[config.mk]
export PLATFORM = sky130hd
export DESIGN_NAME = alu_result_fifo
export DESIGN_NICKNAME = d
export VERILOG_FILES = /design/src/rtl/alu_result_fifo.sv
export SDC_FILE = /design/constraint.sdc
export NUM_CORES = 1
export LEC_CHECK = 0
export CAP_MARGIN = 25
export CELL_PAD_IN_SITES_DETAIL_PLACEMENT = 1
export CELL_PAD_IN_SITES_GLOBAL_PLACEMENT = 1
export CORE_MARGIN = 8
export CORE_UTILIZATION = 40
export DETAILED_ROUTE_END_ITERATION = 7
export PLACE_DENSITY = 0.64
export SLEW_MARGIN = 40
export SYNTH_ARGS = -nofsm -noshare
export SYNTH_HDL_FRONTEND = slang
export SYNTH_SLANG_ARGS = --single-unit
[constraint.sdc]
create_clock -name CLK -period 4 [get_ports CLK]
set_input_delay 0.8 -clock CLK [delete_from_list [all_inputs] [get_ports CLK]]
set_output_delay 0.8 -clock CLK [all_outputs]
set_load 0.005 [all_outputs]
[src/rtl/alu_result_fifo.sv]
// alu_result_fifo
//   Show-ahead result buffer between the single-cycle ALU and a slower
//   consumer. Each entry is {result[31:0], negative, overflow, zero}.
//   The ALU side is never stalled. A push into a full FIFO without a
//   same-cycle pop is dropped, and drop_err latches until reset or clear.
//
// Parameters
//   DEPTH         number of entries (power of two, >= 2)
//   AFULL_THRESH  almost-full level, 1..DEPTH-1 (used only with the macro)
//
// Ports
//   CLK, nRST                clock (rising edge), async active-low reset
//   clear                    synchronous flush; overrides push and pop
//   push, push_*             capture strobe and ALU result/flags
//   push_ready               FIFO not full
//   pop                      consumer takes the head entry
//   pop_valid, pop_*         FIFO not empty; head entry (zero when empty)
//   count                    occupancy, 0..DEPTH
//   drop_err                 sticky lost-push indicator
//   almost_full              registered, next count >= AFULL_THRESH
//                            (present only when ALU_FIFO_AFULL_EN is defined)
//
// Build option: define ALU_FIFO_AFULL_EN to add the almost_full output.
module alu_result_fifo #(
  parameter int DEPTH        = 8,
  parameter int AFULL_THRESH = 6
) (
  input  logic                   CLK,
  input  logic                   nRST,
  input  logic                   clear,
  input  logic                   push,
  input  logic [31:0]            push_result,
  input  logic                   push_negative,
  input  logic                   push_overflow,
  input  logic                   push_zero,
  output logic                   push_ready,
  input  logic                   pop,
  output logic                   pop_valid,
  output logic [31:0]            pop_result,
  output logic                   pop_negative,
  output logic                   pop_overflow,
  output logic                   pop_zero,
  output logic [$clog2(DEPTH):0] count,
`ifdef ALU_FIFO_AFULL_EN
  output logic                   almost_full,
`endif
  output logic                   drop_err
);
  localparam int AW = $clog2(DEPTH);
  localparam int CW = AW + 1;
  localparam logic [CW-1:0] C_FULL = CW'(DEPTH);

  // Elaboration-time parameter sanity checks.
  if (DEPTH < 2 || (DEPTH & (DEPTH - 1)) != 0) begin : g_bad_depth
    $error("alu_result_fifo: DEPTH must be a power of two >= 2");
  end
  if (AFULL_THRESH < 1 || AFULL_THRESH >= DEPTH) begin : g_bad_thresh
    $error("alu_result_fifo: AFULL_THRESH must be in 1..DEPTH-1");
  end

  logic [34:0]   r_mem [DEPTH];
  logic [AW-1:0] r_rd, r_wr;
  logic [CW-1:0] r_count;
  logic          r_drop;

  logic          w_full, w_empty, w_pop_acc, w_push_acc, w_push_lost;
  logic [CW-1:0] w_cnt_nxt;
  logic [34:0]   w_head;

  assign w_full      = (r_count == C_FULL);
  assign w_empty     = (r_count == '0);
  assign w_pop_acc   = pop && !w_empty;
  // When full, a same-cycle pop frees the slot this push lands in.
  assign w_push_acc  = push && (!w_full || w_pop_acc);
  assign w_push_lost = push && !w_push_acc;
  assign w_cnt_nxt   = clear ? '0 : r_count + CW'(w_push_acc) - CW'(w_pop_acc);

  always_ff @(posedge CLK or negedge nRST) begin
    if (!nRST) begin
      r_rd    <= '0;
      r_wr    <= '0;
      r_count <= '0;
      r_drop  <= 1'b0;
      for (int i = 0; i < DEPTH; i++) r_mem[i] <= '0;
    end else if (clear) begin
      // Storage is left as-is; count = 0 makes it unreadable.
      r_rd    <= '0;
      r_wr    <= '0;
      r_count <= '0;
      r_drop  <= 1'b0;
    end else begin
      if (w_push_acc) begin
        r_mem[r_wr] <= {push_result, push_negative, push_overflow, push_zero};
        r_wr        <= r_wr + 1'b1;
      end
      if (w_pop_acc) r_rd <= r_rd + 1'b1;
      r_count <= w_cnt_nxt;
      if (w_push_lost) r_drop <= 1'b1;
    end
  end

`ifdef ALU_FIFO_AFULL_EN
  logic r_afull;
  always_ff @(posedge CLK or negedge nRST) begin
    if (!nRST) r_afull <= 1'b0;
    else       r_afull <= (w_cnt_nxt >= CW'(AFULL_THRESH));
  end
  assign almost_full = r_afull;
`endif

  assign w_head       = w_empty ? '0 : r_mem[r_rd];
  assign pop_result   = w_head[34:3];
  assign pop_negative = w_head[2];
  assign pop_overflow = w_head[1];
  assign pop_zero     = w_head[0];
  assign pop_valid    = !w_empty;
  assign push_ready   = !w_full;
  assign count        = r_count;
  assign drop_err     = r_drop;
endmodule

==> qor.csv <==
metric,value,unit
io_pins,82,
netlist_instances,804,
dieArea,39000,um^2
critPathKind,register to output pin,
hold_path_class,primary input to async pin,
htreeDepth,1,
drt_iter0_drc,424,
syn-cell-area,13200,um^2
drive_above_1_share,48.1,%
yosys-top-cells-area,"dfrtp_1, mux2_2, mux4_2, a22o_1, buf_4",
grt_use_total,17.5,%
max_slew_margin,50.2,%
hpwl,19.8,mm
hold_slack,0.236,ns
rsz0062_at_grt,no,
antenna_found_initial,1,
ant_nets,0,
crit_arrival,3.04,ns
cp-start-kind,register,
avgSynthCellArea,16.4,um^2
yosys_warnings,0,
timing.final.crit_share,96.0,%
path_clk_slew,0.06,ns
power.switching,2.91,mW
fp.dieH,198,um
vias_per_cell,5.53,
rr_worst_depth,10,
synth-edff-count,0,
p_leak,6.98,nW
nets,937,
diodes,0,
rows,66,
core_area,32500,um^2
ys.flop_type,dfrtp_1,
dpl_worst_slack,0.610,ns
cts_inserted_buffers,31,
clockPowerShare,26.3,%
place_congestion,0.741,
place_area,14600,um^2
cts_buffer_depth,3,
synth_top_area_share,55.2,%
drc,0,
vias,7488,
endpoint_kind,output pin,
setup-violations-final,0,
period_needed,3.84,ns
fill_cells,3124,
seqPwrFrac,41.5,%
slew_viol_final,0,
grt_pass1_wl,53.2,mm
ir_worst_vdd,345,uV
p_sw_share,28.2,%
outcome,finished clean,
grt_overflow,0,
finalClockSkew,0.0108,ns
dieWidth,198,um
maxCapViolations,0,
area_growth_syn_to_layout,18.2,%
post-place-cells,1297,
final-instance-count-excl-fill,1353,
fin_setup_tns,0,ns
r2r_start,count[2],
clockRootBuffer,clkbuf_16,
final_area,15600,um^2
hold_violations,0,
routedWlPerCell,24.4,um
worst_slack,0.161,ns
wl,33.0,mm
ys_ff_latch,291,
utilization,47.9,%
p_per_area,663,nW/um^2
initial_core_util,40.5,%
synth-async-reset-ratio,100,%
syn_nets,853,
cts_setup_buffers,0,
r2r-end,count[3],
critPathMaxFanout,22,
grt_max_degree,94,
grt_pass1_vias,8745,
comb_power_share,32.2,%
required,3.20,ns
portBuffers,81,
clk_latency,0.55,ns
cts_hold_buf,0,
yosys.area.top_type,dfrtp_1,
cts.sink_count,291,
ctsResizeCount,0,
p_int,7.42,mW
ys_types,41,
r2r_setup_slack,1.09,ns
yosysSeqAreaShare,55.2,%
worstMarginPinSlew,0.744,ns
cts_tree,built,
dr.pass1.iters,4,
fmax,0.260,GHz
power,10.3,mW
## kinds of logic after synthesis
| group | after synthesis | share of synthesized area (%) |
|---|---|---|
| muxes | 353 | 36.1 |
| DFF | 291 | 55.2 |
| buffers and inverters | 68 | 2.62 |
| AOI/OAI and AO/OA | 56 | 3.90 |
| and+or+nand+nor | 26 | 1.19 |
| adders and majority gates | 9 | 0.911 |
| xor gates and xnor gates | 1 | 0.0664 |
## cells in the mapped netlist (all sizes together) (2+ instances only)
| master | count |
|---|---|
| a211oi | 2 |
| buf | 39 |
| a21oi | 4 |
| inv | 12 |
| nand3b | 2 |
| nor2b | 5 |
| dfrtp | 291 |
| clkbuf | 17 |
| o21ai | 2 |
| nand2b | 3 |
| or3 | 2 |
| nor2 | 7 |
| a2111o | 2 |
| ha | 8 |
| a22o | 35 |
| mux2 | 282 |
| o211ai | 2 |
| nor3b | 2 |
| mux4 | 70 |
| a2111oi | 3 |
## area by class of cell
class                      instances  area (um^2)  share of cell area (%)
sequential                       291         7290                    46.7
clock buffer                      49          933                    5.99
timing repair buffer             107         1140                    7.29
tap                              442          553                    3.55
multi-input combinational        445         5600                    35.9
clock inverter                     7         38.8                   0.249
inverter                          12         45.0                   0.289
## power by group through the flow
stage	Sequential [mW]	Combinational (mW)	Clock, mW
floorplan	4.08	2.12	0
finish	4.29	3.33	2.72
detailed placement	4.34	3.38	0
global placement	4.24	3.26	0
CTS	4.29	3.40	2.80
global route	4.40	3.60	2.92
## sequential cells by signal, summed over array words and instances (netlist names)
| register | cells |
|---|---|
| drop_err | 1 |
| r_mem | 280 |
| count | 4 |
| r_rd | 3 |
| r_wr | 3 |
## critical path, cell delays in order (launching register included)
cell and delay [ns]:
dfrtp_1 0.38, inv_1 0.12, ha_1 0.22, nor3b_2 0.64, nor2_4 0.06, buf_4 0.28
a22o_1 0.30, clkdlybuf4s50_1 0.47
## worst max-delay path by stage
stage             start             end  cells past startpoint
3_5_place_dp        pop        count[3]                     10
5_1_grt        count[2]    pop_negative                      7
6_report       count[2]    pop_negative                      7
3_3_place_gp    r_rd[0]  pop_result[12]                      4
2_1_floorplan       pop        count[3]                     10
4_1_cts        count[2]    pop_negative                      7
## layer usage
layer / global-route usage (%) / vias to the layer above / share of wire, %
met1: 22.9 / 4104 / 44
met5: 0 / - / 0.039
met3: 2.57 / 53 / 3.0
met4: 4.37 / 2 / 2.4
met2: 30.2 / 113 / 51
li1: - / 3216 / -
## cells in the final DEF, fill, tap and decap left out, types with 3 or more instances in the layout
| cell | count |
|---|---|
| dfrtp_1 | 289 |
| inv_1 | 12 |
| ha_1 | 8 |
| clkdlybuf4s50_1 | 80 |
| clkbuf_16 | 31 |
| clkinv_2 | 6 |
| buf_12 | 10 |
| clkbuf_8 | 9 |
| clkbuf_1 | 9 |
| nor2_1 | 5 |
| mux2_2 | 280 |
| buf_4 | 16 |
| a21oi_1 | 4 |
| nor2b_1 | 5 |
| nand2b_1 | 3 |
| mux4_2 | 70 |
| a22o_1 | 35 |
Power figures use the tool's default switching activity.
